## src/rtl/vga_scan_timing_pkg.sv

```systemverilog
// Shared VGA timing package: 640x480@60 timing defaults, screen size and
// the coordinate type used for the x/y scan buses.
// Contents: H_*/V_* defaults, SCREEN_WIDTH/HEIGHT, coord_t, sync_pin().
package vga_scan_timing_pkg;

  localparam int H_ACTIVE_DEF = 640;
  localparam int H_FP_DEF     = 16;
  localparam int H_SYNC_DEF   = 96;
  localparam int H_BP_DEF     = 48;
  localparam int V_ACTIVE_DEF = 480;
  localparam int V_FP_DEF     = 10;
  localparam int V_SYNC_DEF   = 2;
  localparam int V_BP_DEF     = 33;

  // Field placement macros elsewhere derive from these.
  localparam int SCREEN_WIDTH  = H_ACTIVE_DEF;
  localparam int SCREEN_HEIGHT = V_ACTIVE_DEF;

  localparam int COORD_W = 11;
  typedef logic [COORD_W-1:0] coord_t;

  // Pin level for a sync pulse: an asserted pulse drives the pin low when
  // the polarity is active-low, so the pin is simply asserted XOR active_low.
  function automatic logic sync_pin(input logic asserted, input logic active_low);
    return asserted ^ active_low;
  endfunction

endpackage

```

## src/rtl/vga_scan_timing_delay.sv

```systemverilog
// sync_delay_line: DEPTH-stage x WIDTH-bit shift register, synchronous reset
// loads every stage with RST_VAL. DEPTH=0 is a plain wire.
// Ports: clk, reset (sync, active-high), din[WIDTH], dout[WIDTH].
module sync_delay_line #(
  parameter int               DEPTH   = 1,
  parameter int               WIDTH   = 1,
  parameter logic [WIDTH-1:0] RST_VAL = '0
) (
  input  logic             clk,
  input  logic             reset,
  input  logic [WIDTH-1:0] din,
  output logic [WIDTH-1:0] dout
);

  generate
    if (DEPTH == 0) begin : g_bypass
      // No storage in this build; clk/reset are intentionally unused.
      logic unused_clk_reset;
      assign unused_clk_reset = clk ^ reset;
      assign dout = din;
    end else begin : g_pipe
      logic [DEPTH-1:0][WIDTH-1:0] stage_q;
      logic [DEPTH-1:0][WIDTH-1:0] stage_d;

      always_comb begin
        stage_d    = stage_q;
        stage_d[0] = din;
        for (int i = 1; i < DEPTH; i++) begin
          stage_d[i] = stage_q[i-1];
        end
      end

      always_ff @(posedge clk) begin
        if (reset) begin
          stage_q <= {DEPTH{RST_VAL}};
        end else begin
          stage_q <= stage_d;
        end
      end

      assign dout = stage_q[DEPTH-1];
    end
  endgenerate

endmodule

```

## src/rtl/vga_scan_timing.sv

```systemverilog
// vga_scan_timing: pixel-clock raster scan generator. x/y/active/line_start/
// frame_start come straight from the counters; hs/vs/blank_n are delayed by
// PIPE_DELAY clocks to line up with registered draw-stage colour.
// Ports: clk, reset (sync, active-high), x, y, active, line_start,
// frame_start, vga_hs, vga_vs, vga_blank_n, frame_count (VGA_FRAME_COUNT_EN).
// Optional macro VGA_FRAME_COUNT_EN adds a 16-bit completed-frame counter.
module vga_scan_timing
  import vga_scan_timing_pkg::*;
#(
  parameter int H_ACTIVE        = H_ACTIVE_DEF,
  parameter int H_FP            = H_FP_DEF,
  parameter int H_SYNC          = H_SYNC_DEF,
  parameter int H_BP            = H_BP_DEF,
  parameter int V_ACTIVE        = V_ACTIVE_DEF,
  parameter int V_FP            = V_FP_DEF,
  parameter int V_SYNC          = V_SYNC_DEF,
  parameter int V_BP            = V_BP_DEF,
  parameter int SYNC_ACTIVE_LOW = 1,
  parameter int PIPE_DELAY      = 1
) (
  input  logic        clk,
  input  logic        reset,
  output logic [10:0] x,
  output logic [10:0] y,
  output logic        active,
  output logic        line_start,
  output logic        frame_start,
  output logic        vga_hs,
  output logic        vga_vs,
  output logic        vga_blank_n
`ifdef VGA_FRAME_COUNT_EN
  ,
  output logic [15:0] frame_count
`endif
);

  localparam int H_TOTAL = H_ACTIVE + H_FP + H_SYNC + H_BP;
  localparam int V_TOTAL = V_ACTIVE + V_FP + V_SYNC + V_BP;

  generate
    if (H_TOTAL > (1 << COORD_W) || V_TOTAL > (1 << COORD_W)) begin : g_bad_total
      $error("vga_scan_timing: H_TOTAL/V_TOTAL do not fit in 11 bits");
    end
    if (PIPE_DELAY < 0 || PIPE_DELAY > 4) begin : g_bad_delay
      $error("vga_scan_timing: PIPE_DELAY must be 0..4");
    end
  endgenerate

  localparam coord_t H_LAST   = coord_t'(H_TOTAL - 1);
  localparam coord_t V_LAST   = coord_t'(V_TOTAL - 1);
  localparam coord_t H_VIS    = coord_t'(H_ACTIVE);
  localparam coord_t V_VIS    = coord_t'(V_ACTIVE);
  localparam coord_t HS_START = coord_t'(H_ACTIVE + H_FP);
  localparam coord_t HS_END   = coord_t'(H_ACTIVE + H_FP + H_SYNC);
  localparam coord_t VS_START = coord_t'(V_ACTIVE + V_FP);
  localparam coord_t VS_END   = coord_t'(V_ACTIVE + V_FP + V_SYNC);

  localparam logic ACTIVE_LOW = (SYNC_ACTIVE_LOW != 0);
  // Idle pin level is the deasserted sync level; blank_n idles at 0.
  localparam logic [2:0] DLY_RST = {ACTIVE_LOW, ACTIVE_LOW, 1'b0};

  coord_t h_cnt_q, h_cnt_d;
  coord_t v_cnt_q, v_cnt_d;
  logic   h_wrap, v_wrap;
  logic   hs_pin, vs_pin, blank_n_raw;

  always_comb begin
    h_wrap  = (h_cnt_q == H_LAST);
    v_wrap  = (v_cnt_q == V_LAST);
    h_cnt_d = h_cnt_q + coord_t'(1);
    v_cnt_d = v_cnt_q;
    if (h_wrap) begin
      h_cnt_d = '0;
      v_cnt_d = v_wrap ? coord_t'(0) : v_cnt_q + coord_t'(1);
    end
  end

  always_ff @(posedge clk) begin
    if (reset) begin
      h_cnt_q <= '0;
      v_cnt_q <= '0;
    end else begin
      h_cnt_q <= h_cnt_d;
      v_cnt_q <= v_cnt_d;
    end
  end

  assign x           = h_cnt_q;
  assign y           = v_cnt_q;
  assign active      = (h_cnt_q < H_VIS) && (v_cnt_q < V_VIS);
  assign line_start  = (h_cnt_q == '0);
  assign frame_start = line_start && (v_cnt_q == '0);

  // vsync is purely level-based on the line number, so it spans whole lines.
  assign hs_pin      = sync_pin((h_cnt_q >= HS_START) && (h_cnt_q < HS_END), ACTIVE_LOW);
  assign vs_pin      = sync_pin((v_cnt_q >= VS_START) && (v_cnt_q < VS_END), ACTIVE_LOW);
  assign blank_n_raw = active;

  sync_delay_line #(
    .DEPTH   (PIPE_DELAY),
    .WIDTH   (3),
    .RST_VAL (DLY_RST)
  ) u_sync_delay (
    .clk   (clk),
    .reset (reset),
    .din   ({hs_pin, vs_pin, blank_n_raw}),
    .dout  ({vga_hs, vga_vs, vga_blank_n})
  );

`ifdef VGA_FRAME_COUNT_EN
  logic [15:0] frame_count_q, frame_count_d;

  // Counting on the last pixel of a frame means the post-reset frame_start
  // (which has no preceding wrap) is never counted, and the new value is
  // already visible during the frame_start cycle.
  always_comb begin
    frame_count_d = frame_count_q;
    if (h_wrap && v_wrap) begin
      frame_count_d = frame_count_q + 16'd1;
    end
  end

  always_ff @(posedge clk) begin
    if (reset) begin
      frame_count_q <= '0;
    end else begin
      frame_count_q <= frame_count_d;
    end
  end

  assign frame_count = frame_count_q;
`endif

endmodule

```

## config.mk

```make
export PLATFORM = sky130hd
export DESIGN_NAME = vga_scan_timing
export DESIGN_NICKNAME = d
export VERILOG_FILES = /design/src/rtl/vga_scan_timing_pkg.sv /design/src/rtl/vga_scan_timing_delay.sv /design/src/rtl/vga_scan_timing.sv
export SDC_FILE = /design/constraint.sdc
export NUM_CORES = 1
export LEC_CHECK = 0
export ABC_AREA = 1
export ABC_CLOCK_PERIOD_IN_PS = 2500
export BUFFER_PORTS_ARGS = -buffer_cell sky130_fd_sc_hd__buf_4
export CAP_MARGIN = 10
export CORE_ASPECT_RATIO = 1.25
export CORE_MARGIN = 4
export CORE_UTILIZATION = 57
export CTS_CLUSTER_DIAMETER = 60
export CTS_CLUSTER_SIZE = 40
export DETAILED_ROUTE_END_ITERATION = 12
export HOLD_SLACK_MARGIN = 0.05
export PLACE_DENSITY = 0.83
export SYNTH_ARGS = -nofsm -noshare
export SYNTH_HDL_FRONTEND = slang
export SYNTH_SLANG_ARGS = --single-unit
```

## constraint.sdc

```tcl
create_clock -name clk -period 2.5 [get_ports clk]
set_clock_uncertainty 0.1 [all_clocks]
set_input_delay 0.125 -clock clk [delete_from_list [all_inputs] [get_ports clk]]
set_output_delay 0.125 -clock clk [all_outputs]
set_load 0.1 [all_outputs]
```

==> results of run 1 <==
-- state kept, by name, summed over array words and instances (netlist names) --
name               flops
x                     11
y                     11
u_sync_delay.dout      3
-- report_power, final --
part | total (µW) | internal [µW] | switching, µW
clock | 187 | 62.6 | 124
combinational | 114 | 22.7 | 91.5
sequential | 408 | 403 | 5.13
-- cells in the final DEF (no fill, tap or decap) --
master and n:
a21oi_1 5, and3_1 1, buf_4 29, clkbuf_1 1
clkbuf_4 3, dfxtp_1 25, dlygate4sd3_1 1, ha_1 4
inv_1 30, inv_2 1, nand2_1 54, nand2_2 2
nand3_1 21, nand3b_1 1, nand4_1 6, nor2_1 31
nor2_2 2, nor2_4 2, nor3_1 7, nor3_2 1
nor3b_1 4, nor4_1 2, o21ai_0 4, o21bai_1 1
xor2_1 1
-- routing by layer --
metal	up-vias	routed length, µm
li1	723	-
met1	646	1350
met2	43	1710
met3	7	157
met4	0	67
met5	-	0
-- metrics by stage --
step | TNS, ps | utilization | power [µW]
floorplan | -607 | - | 509
CTS | 0 | 0.730 | 715
detailed placement | 0 | 0.714 | 531
global route | 0 | 0.730 | 735
global placement | 0 | 0.714 | 530
finish | 0 | 0.730 | 709
-- worst min path at each step --
stage	from	to	slack, ps	depth (start not counted)
floorplan	reset	y[10]	310	2
global placement	reset	y[6]	270	2
detailed placement	reset	y[8]	270	2
CTS	x[0]	x[0]	410	1
global route	x[0]	x[0]	440	1
finish	x[0]	x[0]	400	1
-- what timing repair did --
item                       in CTS  in global routing
setup endpoints to repair       0                  0
hold endpoints to repair        8                  0
setup buffers                   0                  0
hold buffers                    1                  0
-- cell type report --
cell class / count / area [µm²] / area share
Clock buffer: 4 / 26.3 / 0.0161
Inverter: 31 / 116 / 0.0713
Multi-Input combinational cell: 149 / 722 / 0.442
Sequential cell: 25 / 500 / 0.307
Tap cell: 31 / 38.8 / 0.0238
Timing Repair Buffer: 30 / 228 / 0.140
-- cells by family (layout without fill, tap and decap cells) --
| logic type | count (synthesis) | in the layout | share of synthesized area |
|---|---|---|---|
| buf+inv | 35 | 65 | 0.104 |
| compound gates | 10 | 10 | 0.0387 |
| fa+ha+maj | 4 | 4 | 0.0369 |
| xor+xnor | 1 | 1 | 0.00646 |
| simple gates | 134 | 134 | 0.445 |
| flops | 25 | 25 | 0.369 |
-- worst register-to-register path: cells and delay by family (launching register included) --
kind | cells | cell delay, ps
fa+ha+maj | 1 | 230
buf+inv | 1 | 130
flops | 1 | 420
simple gates | 6 | 910
==> impl_metrics.env, run 1 <==
export IMPL_core_area_um2=2230
export IMPL_grt_max_degree=15
export IMPL_path_class="flip-flop to primary output"
export IMPL_syn_inst=209
export IMPL_critPathLaunch="y[8]"
export IMPL_dr_pass1_iters=4
export IMPL_place_area_um2=1600
export IMPL_ctsHtreeMaxLevel=1
export IMPL_fin_nets=246
export IMPL_final_cells=270
export IMPL_cp_start_kind="flip-flop"
export IMPL_slew_headroom=0.557
export IMPL_endpoint="active"
export IMPL_drt_iter0_drc=44
export IMPL_finalHoldViolations=0
export IMPL_antenna_found_initial=0
export IMPL_syn_nets=215
export IMPL_ir_drop_v=0.000403
export IMPL_gp_congestion=0.892
export IMPL_die_w_um=51.6
export IMPL_die_h_um=62.5
export IMPL_p_leak_uw=0.000749
export IMPL_portBuffers=29
export IMPL_r2r_start="x[0]"
export IMPL_ant_nets=0
export IMPL_cts_buffers=3
export IMPL_setup_violations=0
export IMPL_ff2ff_setup_slack_ps=620
export IMPL_arrival_ps=1740
export IMPL_fin_crit_sh=0.784
export IMPL_synth_top_area_cell="dfxtp_1"
export IMPL_path_depth=4
export IMPL_rsz0062_at_grt="no"
export IMPL_start_util=0.607
export IMPL_synth_area_top_cells="dfxtp_1 37%, nand2_1 15%, nor2_1 8.9%"
export IMPL_post_route_min_period_ps=1960
export IMPL_grt_use_total=0.220
export IMPL_ys_types=23
export IMPL_max_cap_violations=0
export IMPL_async_flop_share=0
export IMPL_drc=0
export IMPL_cpPeakStageDelay_ps=560
export IMPL_critPathCaptureType="primary output"
export IMPL_post_cts_resized=0
export IMPL_fmax_mhz=510
export IMPL_ys_flop_type="dfxtp_1"
export IMPL_crit_required_ps=2280
export IMPL_area_growth_pct=20.3
export IMPL_clkSinkCount=25
export IMPL_min_path_type="flip-flop to flip-flop"
export IMPL_synth_warnings=0
export IMPL_ys_top_cells_by_count="54 x nand2_1, 32 x nor2_1, 30 x inv_1"
export IMPL_reg2reg_to="y[1]"
export IMPL_grt_util_met1=0.240
export IMPL_syn_avg_cell_area_um2=6.49
export IMPL_synth_edff_count=0
export IMPL_clk_latency_ps=330
export IMPL_grt_pass1_vias=1396
export IMPL_dp_slack_ps=622
export IMPL_ys_ff_latch=25
export IMPL_rows=19
export IMPL_routed_via_density=5.26
export IMPL_cts_root_buf="clkbuf_4"
export IMPL_finalInstanceArea_um2=1630
export IMPL_gr_max_usage_layer="met2"
export IMPL_slew_violations=0
export IMPL_cp_max_fo=5
export IMPL_overflow=0
export IMPL_grt_first_pass_wirelength_mm=5.63
export IMPL_dieArea_um2=3230
export IMPL_critPathTopFamily="simple AND/OR/NAND/NOR gates"
export IMPL_synth_most_common_cell="nand2_1"
export IMPL_hold_ws_ps=398
export IMPL_timing_critical_path_buf_inv=2
export IMPL_crit_slowest_cell="nor3_1"
export IMPL_synthesis_area_um2=1360
export IMPL_worst_slew_pin_slew_ps=659
export IMPL_io_pins=30
export IMPL_num_vias=1419
export IMPL_use_met3=0.0430
export IMPL_n_antenna_cell=0
export IMPL_layout_drive_gt1_share=0.167
export IMPL_status="completed"
export IMPL_synth_top_area_share=0.369
export IMPL_cts_buffer_depth=2
export IMPL_met2_usage=0.395
export IMPL_crit_chain="inv_1 -> nor3_1 -> nor3_2 -> buf_4"
export IMPL_drt_total_wl_mm=3.29
export IMPL_cts_tree="built"
export IMPL_fillers=201
export IMPL_fin_ws_ps=540
export IMPL_place_inst=265
export IMPL_worstRegToRegCells=8
export IMPL_synth_seq_area_share=0.369
export IMPL_post_drt_wl_per_cell_um=12.2
export IMPL_place_hpwl_mm=2.56
export IMPL_power_density_nw_per_um2=435
export IMPL_clkTransAtPathRegs_ps=130
No activity file was read; power rests on OpenSTA's default activity.
==> run 2, diff against run 1 <==
ABC_CLOCK_PERIOD_IN_PS = 1700   (was 2500)
CORE_UTILIZATION = 48   (was 57)
PLACE_DENSITY = 0.75   (was 0.83)
clock period = 1.7 ns   (was 2.5 ns; I/O delays follow)
==> impl_metrics.env, run 2 (synthesized netlist as in run 1, its figures left out) <==
export IMPL_status="completed"
export IMPL_routed_via_density=5.22
export IMPL_die_w_um=55.5
export IMPL_grt_max_degree=15
export IMPL_finalInstanceArea_um2=1870
export IMPL_rows=21
export IMPL_cts_buffer_depth=2
export IMPL_finalHoldViolations=0
export IMPL_antenna_found_initial=0
export IMPL_cp_max_fo=4
export IMPL_grt_use_total=0.183
export IMPL_cts_buffers=3
export IMPL_crit_required_ps=1510
export IMPL_path_class="flip-flop to primary output"
export IMPL_ant_nets=0
export IMPL_clkSinkCount=25
export IMPL_power_density_nw_per_um2=561
export IMPL_fmax_mhz=590
export IMPL_ir_drop_v=0.000529
export IMPL_slew_violations=0
export IMPL_die_h_um=67.4
export IMPL_area_growth_pct=37.7
export IMPL_crit_chain="inv_1 -> nand2_1 -> nor3_2 -> and3_4 -> buf_12"
export IMPL_min_path_type="flip-flop to flip-flop"
export IMPL_slew_headroom=0.701
export IMPL_start_util=0.501
export IMPL_drc=0
export IMPL_grt_pass1_vias=1298
export IMPL_dr_pass1_iters=4
export IMPL_ff2ff_setup_slack_ps=120
export IMPL_place_hpwl_mm=2.40
export IMPL_power_uw=1050
export IMPL_layout_drive_gt1_share=0.353
export IMPL_dieArea_um2=3750
export IMPL_drt_total_wl_mm=3.37
export IMPL_grt_first_pass_wirelength_mm=5.49
export IMPL_p_leak_uw=0.000854
export IMPL_io_pins=30
export IMPL_portBuffers=29
export IMPL_n_antenna_cell=0
export IMPL_cp_start_kind="flip-flop"
export IMPL_final_common_cell="nand2_1"
export IMPL_cpPeakStageDelay_ps=360
export IMPL_fin_nets=256
export IMPL_final_cell_mix="53 x nand2_1, 37 x buf_4, 27 x nor2_1, 26 x inv_1, 20 x nand3_1"
export IMPL_post_route_min_period_ps=1700
export IMPL_drt_iter0_drc=67
export IMPL_worst_slew_pin_slew_ps=446
export IMPL_core_area_um2=2710
export IMPL_crit_slowest_cell="dfxtp_2"
export IMPL_cts_root_buf="clkbuf_4"
export IMPL_num_vias=1476
export IMPL_cts_tree="built"
export IMPL_ctsHtreeMaxLevel=1
export IMPL_holdPathStages=2
export IMPL_gp_congestion=0.871
export IMPL_post_drt_wl_per_cell_um=11.9
export IMPL_overflow=0
export IMPL_critPathCaptureType="primary output"
export IMPL_clkTransAtPathRegs_ps=130
export IMPL_max_cap_violations=0
export IMPL_clk_latency_ps=320
export IMPL_arrival_ps=1510
export IMPL_place_area_um2=1690
export IMPL_worstRegToRegCells=9
export IMPL_fin_crit_sh=0.997
export IMPL_rsz0062_at_grt="yes"
export IMPL_setup_violations=0
## run 2: layer usage
metal  vias to the layer above  part of all wire  GRT usage  routed length, µm
met4                         0             0.012     0.0699                 42
met1                       681              0.43      0.202               1460
met3                         6             0.053     0.0249                179
met2                        46              0.50      0.355               1690
li1                        743                 -          -                  -
met5                         -                 0          0                  0
## run 2: layout make-up
class / count / area [µm²]
Multi-Input combinational cell: 150 / 817
Tap cell: 34 / 42.5
Clock buffer: 4 / 26.3
Inverter: 31 / 116
Sequential cell: 25 / 558
Timing Repair Buffer: 39 / 308
Fill cell: 220 / 838
## run 2: timing repair
item                                    in CTS  in global routing
resized for setup                           14                  7
endpoints found under the hold margin        8                  0
endpoints found under the setup margin       2                 13
cloned                                       0                  1
pin swaps                                    4                  4
hold buffers                                 1                  0
buffers inserted                             4                  3
## run 2: final timing paths
| path | start | endpoint |
|---|---|---|
| setup reg to reg | x[0] | y[9] |
| hold / removal | x[5] | x[5] |
| hold reg to reg | x[5] | x[5] |
| setup / recovery | y[7] | frame_start |
## run 2: metrics by stage
stage	hold WS [ps]	instances	utilization	setup TNS, ps	worst slack (ps)
2_1_floorplan	266	209	-	-791	-297
3_3_place_gp	221	270	0.626	0	144
3_5_place_dp	222	270	0.626	0	97.7
4_1_cts	412	279	0.669	-7.28	-7.28
5_1_grt	427	283	0.690	-83.9	-75.6
6_report	413	283	0.690	0	4.53
## run 2: power breakdown
| group | leakage [µW] | switching (µW) | internal (µW) |
|---|---|---|---|
| clock | 0.0000150 | 170 | 91.7 |
| sequential | 0.000217 | 6.89 | 577 |
| combinational | 0.000622 | 146 | 56.7 |
## run 2: worst max-delay path, delay by kind of cell (launching register included)
kind	cells	cell delay, ps
buffers and inverters	2	310
DFF	1	360
and+or+nand+nor	3	520
